--- src/rtl/cpu_types_pkg.sv ---
// Shared CPU types: word width, RAM handshake state and the memory arbiter's grant state.
package cpu_types_pkg;

    typedef logic [31:0] word_t;

    typedef enum logic [1:0] {
        FREE   = 2'd0,
        BUSY   = 2'd1,
        ACCESS = 2'd2,
        ERROR  = 2'd3
    } ramstate_t;

    typedef enum logic [1:0] {
        IDLE = 2'd0,
        IGNT = 2'd1,
        DGNT = 2'd2
    } arb_state_t;

endpackage

--- src/rtl/arb_streak_counter.sv ---
// Saturating up-counter with clear priority; flags when the configured limit is reached.
module arb_streak_counter #(
    parameter int WIDTH = 4,
    parameter int LIMIT = 4
) (
    input  logic clk,
    input  logic rst_n,
    input  logic inc,
    input  logic clr,
    output logic at_limit
);

    localparam logic [WIDTH-1:0] LIMIT_W = WIDTH'(LIMIT);

    logic [WIDTH-1:0] count_reg;
    logic [WIDTH-1:0] count_next;

    always_comb begin
        count_next = count_reg;
        if (clr) begin
            count_next = '0;
        end else if (inc && (count_reg < LIMIT_W)) begin
            count_next = count_reg + 1'b1;
        end
    end

    always_ff @(posedge clk or negedge rst_n) begin
        if (!rst_n) begin
            count_reg <= '0;
        end else begin
            count_reg <= count_next;
        end
    end

    assign at_limit = (count_reg == LIMIT_W);

endmodule

--- src/rtl/mem_arbiter.sv ---
// Shares one wait-stated RAM port between instruction fetch and data access, data first with a fetch streak guard.
// Optional MEM_ARBITER_STATS_EN adds icount/dcount/stallcount counters.
module mem_arbiter
    import cpu_types_pkg::*;
#(
    parameter int DSTREAK = 4
) (
    input  logic        CLK,
    input  logic        nRST,
    input  logic        iREN,
    input  logic [31:0] iaddr,
    output logic [31:0] iload,
    output logic        iwait,
    input  logic        dREN,
    input  logic        dWEN,
    input  logic [31:0] daddr,
    input  logic [31:0] dstore,
    output logic [31:0] dload,
    output logic        dwait,
    output logic        ramREN,
    output logic        ramWEN,
    output logic [31:0] ramaddr,
    output logic [31:0] ramstore,
    input  logic [31:0] ramload,
    input  logic [1:0]  ramstate
`ifdef MEM_ARBITER_STATS_EN
    ,
    output logic [31:0] icount,
    output logic [31:0] dcount,
    output logic [31:0] stallcount
`endif
);

    arb_state_t state_reg;
    arb_state_t state_next;
    ramstate_t  rs;
    logic       dreq;
    logic       access;
    logic       icomp;
    logic       dcomp;
    logic       streak_full;

    assign rs     = ramstate_t'(ramstate);
    assign dreq   = dREN | dWEN;
    assign access = (rs == ACCESS);
    assign icomp  = (state_reg == IGNT) && access && iREN;
    assign dcomp  = (state_reg == DGNT) && access && dreq;

    arb_streak_counter #(
        .WIDTH (4),
        .LIMIT (DSTREAK)
    ) u_streak (
        .clk      (CLK),
        .rst_n    (nRST),
        .inc      (dcomp & iREN),
        .clr      (icomp | ((state_reg == IDLE) & ~iREN)),
        .at_limit (streak_full)
    );

    always_ff @(posedge CLK or negedge nRST) begin
        if (!nRST) begin
            state_reg <= IDLE;
        end else begin
            state_reg <= state_next;
        end
    end

    always_comb begin
        state_next = state_reg;
        ramREN     = 1'b0;
        ramWEN     = 1'b0;
        ramaddr    = '0;
        ramstore   = '0;
        iload      = '0;
        dload      = '0;
        case (state_reg)
            IDLE: begin
                if (dreq && !(iREN && streak_full)) begin
                    state_next = DGNT;
                end else if (iREN) begin
                    state_next = IGNT;
                end
            end
            IGNT: begin
                ramREN  = 1'b1;
                ramaddr = iaddr;
                iload   = ramload;
                // BUSY/ERROR hold the grant; completion or a dropped request releases it
                if (access || !iREN) begin
                    state_next = IDLE;
                end
            end
            DGNT: begin
                ramaddr  = daddr;
                ramstore = dstore;
                dload    = ramload;
                ramWEN   = dWEN;
                ramREN   = ~dWEN;
                if (access || !dreq) begin
                    state_next = IDLE;
                end
            end
            default: begin
                state_next = IDLE;
            end
        endcase
    end

    // Waits are also forced low while reset is held, so a stalled requester sees no wait during reset
    assign iwait = nRST & iREN & ~((state_reg == IGNT) & access);
    assign dwait = nRST & dreq & ~((state_reg == DGNT) & access);

`ifdef MEM_ARBITER_STATS_EN
    logic [2:0] stat_inc;

    assign stat_inc = {iwait | dwait, dcomp, icomp};

    generate
        for (genvar gi = 0; gi < 3; gi++) begin : g_stat
            logic [31:0] cnt_reg;
            always_ff @(posedge CLK or negedge nRST) begin
                if (!nRST) begin
                    cnt_reg <= '0;
                end else if (stat_inc[gi]) begin
                    cnt_reg <= cnt_reg + 32'd1;
                end
            end
        end
    endgenerate

    assign icount     = g_stat[0].cnt_reg;
    assign dcount     = g_stat[1].cnt_reg;
    assign stallcount = g_stat[2].cnt_reg;
`endif

endmodule

--- config.mk ---
export PLATFORM = sky130hd
export DESIGN_NAME = mem_arbiter
export DESIGN_NICKNAME = d
export VERILOG_FILES = /design/src/rtl/cpu_types_pkg.sv /design/src/rtl/arb_streak_counter.sv /design/src/rtl/mem_arbiter.sv
export SDC_FILE = /design/constraint.sdc
export NUM_CORES = 1
export LEC_CHECK = 0
export ABC_AREA = 1
export BUFFER_PORTS_ARGS = -buffer_cell sky130_fd_sc_hd__buf_2
export CORE_AREA = 2 2 105 107
export CTS_CLUSTER_DIAMETER = 60
export DETAILED_ROUTE_END_ITERATION = 10
export DIE_AREA = 0 0 107 109
export PLACE_DENSITY = 0.54
export SLEW_MARGIN = 30
export SYNTH_ARGS = -nofsm -noshare
export SYNTH_HDL_FRONTEND = slang
export SYNTH_SLANG_ARGS = --single-unit
--- constraint.sdc ---
create_clock -name CLK -period 2 [get_ports CLK]
set_clock_uncertainty 0.2 [all_clocks]
set_input_delay 0.4 -clock CLK [delete_from_list [all_inputs] [get_ports CLK]]
set_output_delay 0.4 -clock CLK [all_outputs]
set_load 0.01 [all_outputs]
==> impl_results.html, run 1 <==
<table>
<tr><th>Metric</th><th>Value</th></tr>
<tr><th colspan="2">Floorplan</th></tr>
<tr><td>Die Span Y</td><td>around 110 um</td></tr>
<tr><td>Total number of placement rows</td><td>38</td></tr>
<tr><td>Starting density of the core</td><td>0.1608</td></tr>
<tr><td>Overall die area</td><td>0.01166 sq mm</td></tr>
<tr><td>Die extent in x</td><td>approximately 110 um</td></tr>
<tr><td>Core footprint</td><td>0.01060 sq mm</td></tr>
<tr><td>Top Ports</td><td>267</td></tr>
<tr><th colspan="2">Setup path</th></tr>
<tr><td>Startpoint Class</td><td>flop</td></tr>
<tr><td>R2R setup slack</td><td>0.37 ns</td></tr>
<tr><td>Endpoint of the worst register-to-register path</td><td>u_streak.count_reg[0]</td></tr>
<tr><td>Type of the worst setup path</td><td>flop to output pin</td></tr>
<tr><td>Startpoint of the worst setup timing path</td><td>state_reg[1]</td></tr>
<tr><td>Endpoint required time on the critical path</td><td>~1.4 ns</td></tr>
<tr><td>Data arrival, critical path</td><td>1.55 ns</td></tr>
<tr><td>Startpoint of the worst-slack reg-to-reg timing path</td><td>state_reg[0]</td></tr>
<tr><td>Kind of end point of the critical path</td><td>output pin</td></tr>
<tr><td>Cell depth of the worst flop-to-flop path</td><td>8</td></tr>
<tr><td>Crit-path max FO</td><td>8</td></tr>
<tr><th colspan="2">Placement</th></tr>
<tr><td>Quantity of I/O buffers inserted on ports</td><td>266</td></tr>
<tr><td>Number of instances in the placed design</td><td>775</td></tr>
<tr><td>DP Area</td><td>0.003261 sq mm</td></tr>
<tr><td>HPWL after detailed placement</td><td>6334 um</td></tr>
<tr><td>Weighted congestion at the end of routability-driven global placement</td><td>0.7863</td></tr>
<tr><th colspan="2">Clocking</th></tr>
<tr><td>Insertion delay of the later-clocked pin in the worst-skew pair</td><td>0.24 ns</td></tr>
<tr><td>Clock root buffer</td><td>clkbuf_8</td></tr>
<tr><td>TritonCTS clock tree</td><td>built</td></tr>
<tr><td>CTS H-Tree Depth</td><td>1</td></tr>
<tr><td>Maximum number of buffers from clock root to sink</td><td>2</td></tr>
<tr><td>Clock sink count</td><td>6</td></tr>
<tr><td>TritonCTS Buffers</td><td>3</td></tr>
<tr><td>Worst-path clk slew</td><td>0.04 ns</td></tr>
<tr><th colspan="2">Cells and area</th></tr>
<tr><td>Share of final-layout standard cells stronger than drive strength 1</td><td>0.6346</td></tr>
<tr><td>Commonest cells after routing, fill and taps aside</td><td>229 x buf_2, 112 x nand2_1, 75 x inv_1</td></tr>
<tr><td>Total Nets Final</td><td>approximately 810</td></tr>
<tr><td>Fin cells</td><td>805</td></tr>
<tr><td>Most common cell after layout, fill and taps aside</td><td>buf_2</td></tr>
<tr><td>Core utilization of the finished layout</td><td>0.4143</td></tr>
<tr><td>Post-layout instance area</td><td>roughly 0.0044 sq mm</td></tr>
<tr><td>Synthesis-to-layout area growth</td><td>157.6%</td></tr>
<tr><td>Diode insertion count for antenna repair</td><td>0</td></tr>
<tr><td>Flip-flop count of the largest register, all copies and words added</td><td>4</td></tr>
<tr><td>Filler Cells Inserted</td><td>1,109</td></tr>
<tr><th colspan="2">Min path</th></tr>
<tr><td>Hold Crit Start</td><td>u_streak.count_reg[3]</td></tr>
<tr><td>Min-Delay Path Depth</td><td>2</td></tr>
<tr><td>HP Class</td><td>flop to flop</td></tr>
<tr><td>Endpoint, Worst Hold</td><td>u_streak.count_reg[3]</td></tr>
<tr><th colspan="2">Drt</th></tr>
<tr><td>Pre-antenna DRT Iters</td><td>4</td></tr>
<tr><td>DRT iter0 DRCs</td><td>~140</td></tr>
<tr><td>Total wirelength of the detailed-routed design</td><td>9541 um</td></tr>
<tr><td>Routed wire length per instance</td><td>11.85 um</td></tr>
<tr><td>Vias per cell</td><td>3.914</td></tr>
<tr><td>Number of design rule violations left after detail routing</td><td>0</td></tr>
<tr><td>Total via count in the routed design</td><td>3,151</td></tr>
<tr><td>Detail Route Antenna Nets</td><td>0</td></tr>
<tr><th colspan="2">Timing</th></tr>
<tr><td>Setup violators final</td><td>approximately 110</td></tr>
<tr><td>Share of the cycle needed by the critical path after routing</td><td>1.073</td></tr>
<tr><td>Final WS setup</td><td>-0.1468 ns</td></tr>
<tr><td>Fmax achieved</td><td>465.8 MHz</td></tr>
<tr><td>Least-Margin Pin Slew</td><td>~0.31 ns</td></tr>
<tr><td>Unrepaired setup endpoints after global routing</td><td>yes</td></tr>
<tr><td>Worst hold margin</td><td>0.2949 ns</td></tr>
<tr><td>Worst max-slew margin expressed relative to the limit</td><td>0.7902</td></tr>
<tr><td>Pins Over Slew Limit</td><td>0</td></tr>
<tr><td>Minimum clock period</td><td>roughly 2.1 ns</td></tr>
<tr><td>Number of hold-slack violations in the final timing report</td><td>0</td></tr>
<tr><th colspan="2">Pwr</th></tr>
<tr><td>Share of power burned in the clock network</td><td>0.040</td></tr>
<tr><td>Part of the total power dissipated in sequential elements</td><td>0.033</td></tr>
<tr><td>Maximum vdd drop</td><td>0.0005569 V</td></tr>
<tr><td>PwrDens</td><td>approximately 1100 mW/mm^2</td></tr>
<tr><td>Net switching component of the power</td><td>2.440 mW</td></tr>
<tr><td>Sum of internal, switching and leakage power</td><td>5.019 mW</td></tr>
<tr><td>Sw frac</td><td>0.4860</td></tr>
<tr><td>Leakage component of the power</td><td>3.118 nW</td></tr>
<tr><td>P_int</td><td>2.580 mW</td></tr>
<tr><td>Fraction of power consumed by combinational cells</td><td>0.928</td></tr>
<tr><th colspan="2">Run status</th></tr>
<tr><td>Failing checks</td><td>negative setup slack</td></tr>
<tr><td>Result of the run</td><td>complete, but fails checks</td></tr>
<tr><th colspan="2">Global routing</th></tr>
<tr><td>Pin count of the biggest net entering global routing</td><td>21</td></tr>
<tr><td>Gr ovfl total</td><td>0</td></tr>
<tr><td>Overall global routing resource usage</td><td>0.1299</td></tr>
<tr><td>Initial antenna violation count</td><td>0</td></tr>
<tr><td>Via count of the first global-routing pass</td><td>2,515</td></tr>
<tr><td>Global-route wire length before repair</td><td>12,260 um</td></tr>
<tr><th colspan="2">Logic synthesis</th></tr>
<tr><td>Synth Net Count</td><td>520</td></tr>
<tr><td>Synth unique cells</td><td>17</td></tr>
<tr><td>Avg Synthesized Cell Area</td><td>4.488 sq um</td></tr>
<tr><td>Netlist area before placement</td><td>0.001705 sq mm</td></tr>
<tr><td>Synthesis-stage register bit count</td><td>6</td></tr>
<tr><td>Synth Warn #</td><td>0</td></tr>
<tr><td>Post-Synthesis Cells</td><td>380</td></tr>
<tr><td>Sequential cell area fraction in the yosys report</td><td>0.08804</td></tr>
<tr><th colspan="2">Job</th></tr>
<tr><td>Max Cap Violations</td><td>0</td></tr>
</table>
## per-layer routing
metal  track usage  wire length, um
met5             0                0
met1        0.1610             3969
met4       0.01948               97
met2        0.2470             4906
met3       0.01255              568
## cells by family (layout without fill, tap and decap cells)
family / count (synthesis) / after routing / synth area share
DFF: 6 / 6 / 0.08804
and+or+nand+nor: 199 / 199 / 0.4512
buffers and inverters: 134 / 419 / 0.3169
AOI/OAI and AO/OA: 36 / 36 / 0.1071
adders and majority gates: 5 / 5 / 0.03668
## worst max-delay path by stage
stage | depth (start not counted) | endpoint | slack, ns
after floorplan | 6 | ramaddr[0] | 0.20
after global routing | 8 | ramstore[26] | -0.18
after detailed placement | 6 | ramaddr[8] | 0.08
final | 8 | ramstore[26] | -0.15
after CTS | 8 | dload[29] | -0.13
after global placement | 6 | ramaddr[26] | 0.07
## power by group through the flow
stage          registers (mW)  clock network, mW  logic (mW)
2_1_floorplan           0.160                  0        1.60
3_3_place_gp            0.159                  0        2.91
3_5_place_dp            0.160                  0        2.89
4_1_cts                 0.161              0.202        3.96
5_1_grt                 0.167              0.206        5.00
6_report                0.164              0.199        4.66
## critical path: stages (launching register included)
cell	delay [ns]
dfrtp_1	0.39
buf_6	0.13
ha_4	0.17
buf_6	0.13
buf_12	0.13
buf_16	0.15
nand2_2	0.06
inv_1	0.03
buf_2	0.12
## synth_stat cells
master	instances	area share
nand2_1	179	0.39
dfrtp_1	6	0.088
o21ai_0	1	0.0029
buf_4	1	0.0044
nor2_2	1	0.0037
nand3_1	10	0.029
a21oi_1	33	0.097
nand4_1	2	0.0073
o21ai_1	1	0.0029
o211ai_1	1	0.0044
ha_1	5	0.037
buf_2	15	0.044
inv_1	113	0.25
and2_1	1	0.0037
buf_6	2	0.013
buf_1	3	0.0066
nor2_1	6	0.013
## stage by stage
stage / setup slack, ns / setup TNS, ns
floorplan: 0.1979 / 0
CTS: -0.1289 / -10.17
global placement: 0.06566 / 0
detailed placement: 0.07648 / 0
finish: -0.1468 / -7.959
global route: -0.1763 / -13.19
## layout make-up
type | instances | area, sq um | share of cell area
multi-input cells | 240 | 1405 | 0.3199
clock buffers | 3 | 41.29 | 0.009399
well taps | 140 | 175.2 | 0.03987
inverters | 113 | 424.2 | 0.09655
flip-flops and latches | 6 | 150.1 | 0.03418
repair buffers | 303 | 2197 | 0.5001
## timing repair
| action | CTS | global route |
|---|---|---|
| hold endpoints to repair | 6 | 0 |
| gates resized for setup | 48 | 158 |
| setup buffers | 11 | 3 |
| pin swaps | 2 | 23 |
| setup endpoints to repair | 106 | 127 |
| cloned | 8 | 5 |
| hold buffers | 1 | 0 |
(Power assumes the default switching activity.)
==> inputs of run 2 (changes only) <==
Settings changed: CORE_AREA 2 2 105 107 to 4 4 101 103, DIE_AREA 0 0 107 109 to 0 0 105 107, PLACE_DENSITY 0.54 to 0.59.
==> run 2 against run 1 <==
The flow still finishes with violations (negative setup slack); critical path type unchanged; final area shrank 20%; largest cell class unchanged; critical path depth shrank 1; critical endpoint is now dload[26]; register-to-register slack lost 0.07 ns; flip-flop and latch count is the same; worst hold slack lost 0.0054 ns.
==> impl_results.html, run 2 (synthesis gave the netlist of run 1 again) <==
<table>
<tr><th>Metric</th><th>Value</th></tr>
<tr><th colspan="2">Run status</th></tr>
<tr><td>Result of the run</td><td>complete, but fails checks</td></tr>
<tr><td>Failing checks</td><td>negative setup slack</td></tr>
<tr><th colspan="2">Timing</th></tr>
<tr><td>Pins Over Slew Limit</td><td>0</td></tr>
<tr><td>Fmax achieved</td><td>476.6 MHz</td></tr>
<tr><td>Unrepaired setup endpoints after global routing</td><td>yes</td></tr>
<tr><td>Number of hold-slack violations in the final timing report</td><td>0</td></tr>
<tr><td>Setup TNS</td><td>-5.066 ns</td></tr>
<tr><td>Share of the cycle needed by the critical path after routing</td><td>1.049</td></tr>
<tr><td>Final WS setup</td><td>-0.09840 ns</td></tr>
<tr><td>Minimum clock period</td><td>2.098 ns</td></tr>
<tr><td>Least-Margin Pin Slew</td><td>0.3293 ns</td></tr>
<tr><td>Setup violators final</td><td>89</td></tr>
<tr><td>Worst max-slew margin expressed relative to the limit</td><td>0.7797</td></tr>
<tr><th colspan="2">Setup path</th></tr>
<tr><td>Endpoint required time on the critical path</td><td>about 1.4 ns</td></tr>
<tr><td>Startpoint Class</td><td>flop</td></tr>
<tr><td>Cell depth of the worst flop-to-flop path</td><td>9</td></tr>
<tr><td>Startpoint of the worst-slack reg-to-reg timing path</td><td>state_reg[0]</td></tr>
<tr><td>Crit-path max FO</td><td>15</td></tr>
<tr><td>Top Family by Delay on Critical Path</td><td>buffers and inverters</td></tr>
<tr><td>Max stage delay on crit path</td><td>roughly 0.39 ns</td></tr>
<tr><td>Kind of end point of the critical path</td><td>output pin</td></tr>
<tr><td>Endpoint of the worst register-to-register path</td><td>u_streak.count_reg[0]</td></tr>
<tr><td>CP max-delay cell</td><td>dfrtp_1</td></tr>
<tr><td>Worst path cell trace</td><td>buf_6 -&gt; ha_4 -&gt; buf_4 -&gt; clkbuf_16 -&gt; nand2_1 -&gt; inv_1 -&gt; buf_2</td></tr>
<tr><td>Type of the worst setup path</td><td>flop to output pin</td></tr>
<tr><td>Data arrival, critical path</td><td>1.50 ns</td></tr>
<tr><td>CP bufs+invs</td><td>5</td></tr>
<tr><td>R2R setup slack</td><td>0.30 ns</td></tr>
<tr><th colspan="2">Cells and area</th></tr>
<tr><td>Flip-flop count of the largest register, all copies and words added</td><td>4</td></tr>
<tr><td>Filler Cells Inserted</td><td>between 1,000 and 1,500</td></tr>
<tr><td>Share of final-layout standard cells stronger than drive strength 1</td><td>0.4600</td></tr>
<tr><td>Synthesis-to-layout area growth</td><td>105.6%</td></tr>
<tr><td>Post-layout instance area</td><td>0.003506 sq mm</td></tr>
<tr><td>Commonest cells after routing, fill and taps aside</td><td>265 x buf_2, 178 x nand2_1, 110 x inv_1</td></tr>
<tr><td>Core utilization of the finished layout</td><td>0.3812</td></tr>
<tr><td>Diode insertion count for antenna repair</td><td>0</td></tr>
<tr><td>Most common cell after layout, fill and taps aside</td><td>buf_2</td></tr>
<tr><td>Total Nets Final</td><td>792</td></tr>
<tr><th colspan="2">Pwr</th></tr>
<tr><td>Part of the total power dissipated in sequential elements</td><td>0.043</td></tr>
<tr><td>Leakage component of the power</td><td>approximately 2.8 nW</td></tr>
<tr><td>Maximum vdd drop</td><td>0.0005653 V</td></tr>
<tr><td>Sw frac</td><td>0.5196</td></tr>
<tr><td>Fraction of power consumed by combinational cells</td><td>0.909</td></tr>
<tr><td>PwrDens</td><td>1073 mW/mm^2</td></tr>
<tr><td>Net switching component of the power</td><td>1.956 mW</td></tr>
<tr><td>P_int</td><td>between 1.5 and 2 mW</td></tr>
<tr><td>Share of power burned in the clock network</td><td>0.049</td></tr>
<tr><th colspan="2">Placement</th></tr>
<tr><td>HPWL after detailed placement</td><td>6790 um</td></tr>
<tr><td>Weighted congestion at the end of routability-driven global placement</td><td>0.8127</td></tr>
<tr><td>Quantity of I/O buffers inserted on ports</td><td>266</td></tr>
<tr><td>Worst setup timing slack at the placement stage</td><td>0.1026 ns</td></tr>
<tr><td>DP Area</td><td>0.003199 sq mm</td></tr>
<tr><th colspan="2">Drt</th></tr>
<tr><td>Vias per cell</td><td>between 3 and 4</td></tr>
<tr><td>Total via count in the routed design</td><td>slightly below 3,000</td></tr>
<tr><td>Pre-antenna DRT Iters</td><td>5</td></tr>
<tr><td>Number of design rule violations left after detail routing</td><td>0</td></tr>
<tr><td>Routed wire length per instance</td><td>11.51 um</td></tr>
<tr><td>DRT iter0 DRCs</td><td>210</td></tr>
<tr><td>Detail Route Antenna Nets</td><td>0</td></tr>
<tr><td>Total wirelength of the detailed-routed design</td><td>8757 um</td></tr>
<tr><th colspan="2">Global routing</th></tr>
<tr><td>Overall global routing resource usage</td><td>0.1342</td></tr>
<tr><td>Pin count of the biggest net entering global routing</td><td>37</td></tr>
<tr><td>Initial antenna violation count</td><td>1</td></tr>
<tr><td>Global-route wire length before repair</td><td>12,860 um</td></tr>
<tr><td>Gr ovfl total</td><td>0</td></tr>
<tr><td>Global routing's busiest layer</td><td>met2</td></tr>
<tr><td>Met3 global-route usage</td><td>0.03311</td></tr>
<tr><td>Global Route met2 Usage</td><td>0.2452</td></tr>
<tr><td>Via count of the first global-routing pass</td><td>2,655</td></tr>
<tr><td>Grt met1 use</td><td>0.1632</td></tr>
<tr><th colspan="2">Clocking</th></tr>
<tr><td>Insertion delay of the later-clocked pin in the worst-skew pair</td><td>0.23 ns</td></tr>
<tr><td>Worst-path clk slew</td><td>about 0.040 ns</td></tr>
<tr><td>Clock root buffer</td><td>clkbuf_8</td></tr>
<tr><td>TritonCTS clock tree</td><td>built</td></tr>
<tr><td>TritonCTS Buffers</td><td>3</td></tr>
<tr><td>Clock sink count</td><td>6</td></tr>
<tr><td>Maximum number of buffers from clock root to sink</td><td>2</td></tr>
<tr><td>CTS H-Tree Depth</td><td>1</td></tr>
<tr><th colspan="2">Min path</th></tr>
<tr><td>Endpoint, Worst Hold</td><td>u_streak.count_reg[3]</td></tr>
<tr><td>HP Class</td><td>flop to flop</td></tr>
<tr><td>Min-Delay Path Depth</td><td>2</td></tr>
<tr><td>Hold Crit Start</td><td>u_streak.count_reg[3]</td></tr>
<tr><th colspan="2">Floorplan</th></tr>
<tr><td>Die extent in x</td><td>105 um</td></tr>
<tr><td>Overall die area</td><td>~0.011 sq mm</td></tr>
<tr><td>Top Ports</td><td>around 270</td></tr>
<tr><td>Core footprint</td><td>0.009196 sq mm</td></tr>
<tr><td>Die Span Y</td><td>between 100 and 150 um</td></tr>
<tr><td>Total number of placement rows</td><td>35</td></tr>
<tr><td>Starting density of the core</td><td>0.1854</td></tr>
<tr><th colspan="2">Job</th></tr>
<tr><td>Max Cap Violations</td><td>0</td></tr>
</table>
run 2: final cells by class:
cell class / count / area, sq um / share of cell area
Timing Repair Buffer: 288 / 1699 / 0.4847
Multi-Input combinational cell: 240 / 1050 / 0.2994
Inverter: 113 / 426.7 / 0.1217
Sequential cell: 6 / 150.1 / 0.04283
Tap cell: 111 / 138.9 / 0.03961
Clock buffer: 3 / 41.29 / 0.01178
run 2: tightest hold or removal path, stage by stage (launching register included):
cell	delay [ns]
dfrtp_1	0.31
inv_1	0.04
nor2_1	0.09
run 2: how the worst max path moves through the flow:
| stage | start | to | slack, ns | depth (start not counted) |
|---|---|---|---|---|
| after floorplan | state_reg[0] | ramaddr[0] | 0.20 | 6 |
| after global placement | state_reg[1] | iwait | 0.11 | 7 |
| after detailed placement | state_reg[0] | ramaddr[8] | 0.10 | 6 |
| after CTS | state_reg[1] | ramaddr[28] | -0.08 | 6 |
| after global routing | state_reg[1] | ramaddr[28] | -0.16 | 6 |
| final | state_reg[1] | dload[26] | -0.1 | 7 |
run 2: power by group through the flow:
stage,logic (mW),clock network (mW),registers [mW]
after global placement,2.86,0,0.159
after detailed placement,2.85,0,0.160
after floorplan,1.60,0,0.160
after global routing,3.78,0.191,0.165
after CTS,3.21,0.186,0.162
final,3.42,0.183,0.161
run 2: metal layers:
metal / part of all wire / vias to the layer above
met5: 0.0015 / -
met4: 0.0089 / 2
met3: 0.075 / 12
met2: 0.51 / 122
met1: 0.41 / 1230
li1: - / 1605
run 2: timing repair:
action / 4_1_cts / 5_1_grt
pin swaps: 3 / 0
buffers inserted: 4 / 2
endpoints found under the setup margin: 95 / 101
hold buffers: 1 / 0
gates resized for setup: 13 / 8
cloned: 2 / 3
hold endpoints to repair: 6 / 0
run 2: stage by stage:
step	hold WS (ns)	power, mW	std cells
global placement	0.05097	3.024	746
CTS	0.2964	3.561	756
finish	0.2895	3.763	761
floorplan	-0.09559	1.758	380
global route	0.3224	4.139	761
detailed placement	0.04599	3.012	746
==> inputs of run 3 (changes only) <==
--- a/config.mk
+++ b/config.mk
@@ -9,7 +9,7 @@
 export BUFFER_PORTS_ARGS = -buffer_cell sky130_fd_sc_hd__buf_2
-export CORE_AREA = 4 4 101 103
+export CORE_AREA = 2 2 105 107
 export CTS_CLUSTER_DIAMETER = 60
 export DETAILED_ROUTE_END_ITERATION = 10
-export DIE_AREA = 0 0 105 107
-export PLACE_DENSITY = 0.59
+export DIE_AREA = 0 0 107 109
+export PLACE_DENSITY = 0.54
 export SLEW_MARGIN = 30
==> constraint.sdc (replaced) <==
create_clock -name CLK -period 2 [get_ports CLK]
set_clock_uncertainty 0.2 [all_clocks]
set_input_delay 0 -clock CLK [delete_from_list [all_inputs] [get_ports CLK]]
set_output_delay 0 -clock CLK [all_outputs]
set_load 0.01 [all_outputs]
==> run 3 against run 2 <==
The flow now finishes without violations; die area rose by 3.8%; core utilization fell by 6.7 points; power fell by 16%; register-to-register slack improved by 0.05 ns; worst hold slack got worse by 0.23 ns; via count fell by 3.2%; first-iteration DRC count fell by 24%; largest power group unchanged; critical path depth fell by 1; final area fell by 5.0%; final cell count rose by 2.5%; highest routed layer is now met4; critical endpoint is now ramaddr[8]; sequential share of layout area rose by 0.22 points.
==> impl_results.html, run 3 (synthesis gave the netlist of run 1 again) <==
<table>
<tr><th>Metric</th><th>Value</th></tr>
<tr><th colspan="2">Setup path</th></tr>
<tr><td>Worst path cell trace</td><td>inv_1 -&gt; ha_4 -&gt; buf_12 -&gt; nand2_1 -&gt; a21oi_1 -&gt; buf_2</td></tr>
<tr><td>CP bufs+invs</td><td>3</td></tr>
<tr><td>Data arrival, critical path</td><td>approximately 1.7 ns</td></tr>
<tr><td>Kind of end point of the critical path</td><td>output pin</td></tr>
<tr><td>Startpoint of the worst-slack reg-to-reg timing path</td><td>state_reg[0]</td></tr>
<tr><td>Endpoint of the worst register-to-register path</td><td>u_streak.count_reg[1]</td></tr>
<tr><td>Startpoint Class</td><td>flop</td></tr>
<tr><td>Startpoint of the worst setup timing path</td><td>state_reg[0]</td></tr>
<tr><td>Cell depth of the worst flop-to-flop path</td><td>7</td></tr>
<tr><td>Max stage delay on crit path</td><td>0.41 ns</td></tr>
<tr><td>Top Family by Delay on Critical Path</td><td>buffers and inverters</td></tr>
<tr><td>Type of the worst setup path</td><td>flop to output pin</td></tr>
<tr><td>Crit-path max FO</td><td>27</td></tr>
<tr><td>CP max-delay cell</td><td>dfrtp_1</td></tr>
<tr><td>Endpoint required time on the critical path</td><td>1.80 ns</td></tr>
<tr><td>R2R setup slack</td><td>0.35 ns</td></tr>
<tr><th colspan="2">Pwr</th></tr>
<tr><td>Leakage component of the power</td><td>2.686 nW</td></tr>
<tr><td>Maximum vdd drop</td><td>0.0005074 V</td></tr>
<tr><td>Sum of internal, switching and leakage power</td><td>3.166 mW</td></tr>
<tr><td>PwrDens</td><td>950.3 mW/mm^2</td></tr>
<tr><th colspan="2">Timing</th></tr>
<tr><td>Final WS setup</td><td>0.1436 ns</td></tr>
<tr><td>Worst max-slew margin expressed relative to the limit</td><td>0.7973</td></tr>
<tr><td>Fmax achieved</td><td>538.7 MHz</td></tr>
<tr><td>Worst hold margin</td><td>between 0.06 and 0.07 ns</td></tr>
<tr><td>Number of hold-slack violations in the final timing report</td><td>0</td></tr>
<tr><td>Setup violators final</td><td>0</td></tr>
<tr><td>Pins Over Slew Limit</td><td>0</td></tr>
<tr><td>Setup TNS</td><td>0 ns</td></tr>
<tr><td>Share of the cycle needed by the critical path after routing</td><td>0.9282</td></tr>
<tr><td>Unrepaired setup endpoints after global routing</td><td>no</td></tr>
<tr><td>Minimum clock period</td><td>between 1.5 and 2 ns</td></tr>
<tr><td>Least-Margin Pin Slew</td><td>0.3031 ns</td></tr>
<tr><th colspan="2">Min path</th></tr>
<tr><td>Hold Crit Start</td><td>dstore[22]</td></tr>
<tr><td>HP Class</td><td>input port to output pin</td></tr>
<tr><td>Endpoint, Worst Hold</td><td>ramstore[22]</td></tr>
<tr><td>Min-Delay Path Depth</td><td>4</td></tr>
<tr><th colspan="2">Floorplan</th></tr>
<tr><td>Top Ports</td><td>267</td></tr>
<tr><td>Die Span Y</td><td>109 um</td></tr>
<tr><td>Starting density of the core</td><td>0.1608</td></tr>
<tr><td>Die extent in x</td><td>approximately 110 um</td></tr>
<tr><td>Total number of placement rows</td><td>38</td></tr>
<tr><td>Core footprint</td><td>0.01060 sq mm</td></tr>
<tr><td>Overall die area</td><td>0.01166 sq mm</td></tr>
<tr><th colspan="2">Drt</th></tr>
<tr><td>Vias per cell</td><td>3.688</td></tr>
<tr><td>DRT iter0 DRCs</td><td>160</td></tr>
<tr><td>Total wirelength of the detailed-routed design</td><td>7769 um</td></tr>
<tr><td>Routed wire length per instance</td><td>around 10 um</td></tr>
<tr><td>Number of design rule violations left after detail routing</td><td>0</td></tr>
<tr><td>Total via count in the routed design</td><td>2,877</td></tr>
<tr><td>Detail Route Antenna Nets</td><td>0</td></tr>
<tr><td>Pre-antenna DRT Iters</td><td>4</td></tr>
<tr><th colspan="2">Placement</th></tr>
<tr><td>Quantity of I/O buffers inserted on ports</td><td>266</td></tr>
<tr><td>DP Area</td><td>0.003206 sq mm</td></tr>
<tr><td>Worst setup timing slack at the placement stage</td><td>between 0.2 and 0.3 ns</td></tr>
<tr><td>Number of instances in the placed design</td><td>771</td></tr>
<tr><td>HPWL after detailed placement</td><td>6246 um</td></tr>
<tr><td>Weighted congestion at the end of routability-driven global placement</td><td>0.7707</td></tr>
<tr><th colspan="2">Global routing</th></tr>
<tr><td>Global-route wire length before repair</td><td>10,990 um</td></tr>
<tr><td>Gr ovfl total</td><td>0</td></tr>
<tr><td>Initial antenna violation count</td><td>1</td></tr>
<tr><td>Pin count of the biggest net entering global routing</td><td>54</td></tr>
<tr><td>Via count of the first global-routing pass</td><td>approximately 2,400</td></tr>
<tr><td>Overall global routing resource usage</td><td>0.1114</td></tr>
<tr><th colspan="2">Cells and area</th></tr>
<tr><td>Flip-flop count of the largest register, all copies and words added</td><td>4</td></tr>
<tr><td>Fin cells</td><td>780</td></tr>
<tr><td>Total Nets Final</td><td>782</td></tr>
<tr><td>Diode insertion count for antenna repair</td><td>0</td></tr>
<tr><td>Commonest cells after routing, fill and taps aside</td><td>266 x buf_2, 179 x nand2_1, 113 x inv_1</td></tr>
<tr><td>Post-layout instance area</td><td>about 0.0033 sq mm</td></tr>
<tr><td>Synthesis-to-layout area growth</td><td>95.38%</td></tr>
<tr><td>Core utilization of the finished layout</td><td>0.3143</td></tr>
<tr><td>Share of final-layout standard cells stronger than drive strength 1</td><td>0.4359</td></tr>
<tr><td>Most common cell after layout, fill and taps aside</td><td>buf_2</td></tr>
<tr><td>Filler Cells Inserted</td><td>1,226</td></tr>
<tr><th colspan="2">Clocking</th></tr>
<tr><td>Worst-path clk slew</td><td>roughly 0.04 ns</td></tr>
<tr><td>Clock sink count</td><td>6</td></tr>
<tr><td>Number of setup buffers added after CTS</td><td>0</td></tr>
<tr><td>Clock root buffer</td><td>clkbuf_8</td></tr>
<tr><td>CTS H-Tree Depth</td><td>1</td></tr>
<tr><td>Insertion delay of the later-clocked pin in the worst-skew pair</td><td>0.22 ns</td></tr>
<tr><td>Maximum number of buffers from clock root to sink</td><td>2</td></tr>
<tr><td>TritonCTS Buffers</td><td>3</td></tr>
<tr><td>TritonCTS clock tree</td><td>built</td></tr>
<tr><th colspan="2">Job</th></tr>
<tr><td>Max Cap Violations</td><td>0</td></tr>
<tr><th colspan="2">Run status</th></tr>
<tr><td>Result of the run</td><td>finished, final reports clean</td></tr>
</table>
[run 3: cell types whose count changed in the layout (fill, tap and decap cells not counted), moves of 3 or more]
cell,change
buf_4,-3
buf_6,-4
dlygate4sd3_1,+4
inv_1,+3
[run 3: how the worst max path moves through the flow]
stage / to / slack, ns / cells past startpoint
after floorplan: u_streak.count_reg[0] / 0.58 / 8
after global placement: ramaddr[26] / 0.33 / 6
after detailed placement: ramaddr[20] / 0.30 / 6
after CTS: ramaddr[20] / 0.05 / 6
after global routing: ramaddr[10] / 0.02 / 6
final: ramaddr[8] / 0.14 / 6
[run 3: cell type report]
class	count	area [sq um]	area share
timing repair buffer	278	1501	0.4506
inverter	113	424.2	0.1273
sequential	6	150.1	0.04506
multi-input combinational	240	1040	0.3121
clock buffer	3	41.29	0.01239
tap	140	175.2	0.05257
[run 3: report_power, final]
part           switching [mW]  internal [mW]  leakage, nW
logic                    1.71           1.11         2.58
registers              0.0247          0.145       0.0813
clock network          0.0494          0.129       0.0216
[run 3: per-layer routing]
| layer | vias to the layer above | track usage | wire [um] |
|---|---|---|---|
| met1 | 1170 | 0.1371 | 3282 |
| met4 | 0 | 0.006494 | 19 |
| met3 | 2 | 0.01614 | 622 |
| met2 | 119 | 0.2143 | 3845 |
| met5 | - | 0 | 0 |
| li1 | 1586 | - | - |
[run 3: repair_timing]
item                       CTS  global route
setup endpoints to repair    0            15
resized for setup            0             1
hold buffers                 5             0
hold endpoints to repair     7             0
[run 3: worst min-delay path, delay by kind of cell]
family / cells / cell delay [ns]
buf+inv: 3 / 0.22
simple gates: 1 / 0.04
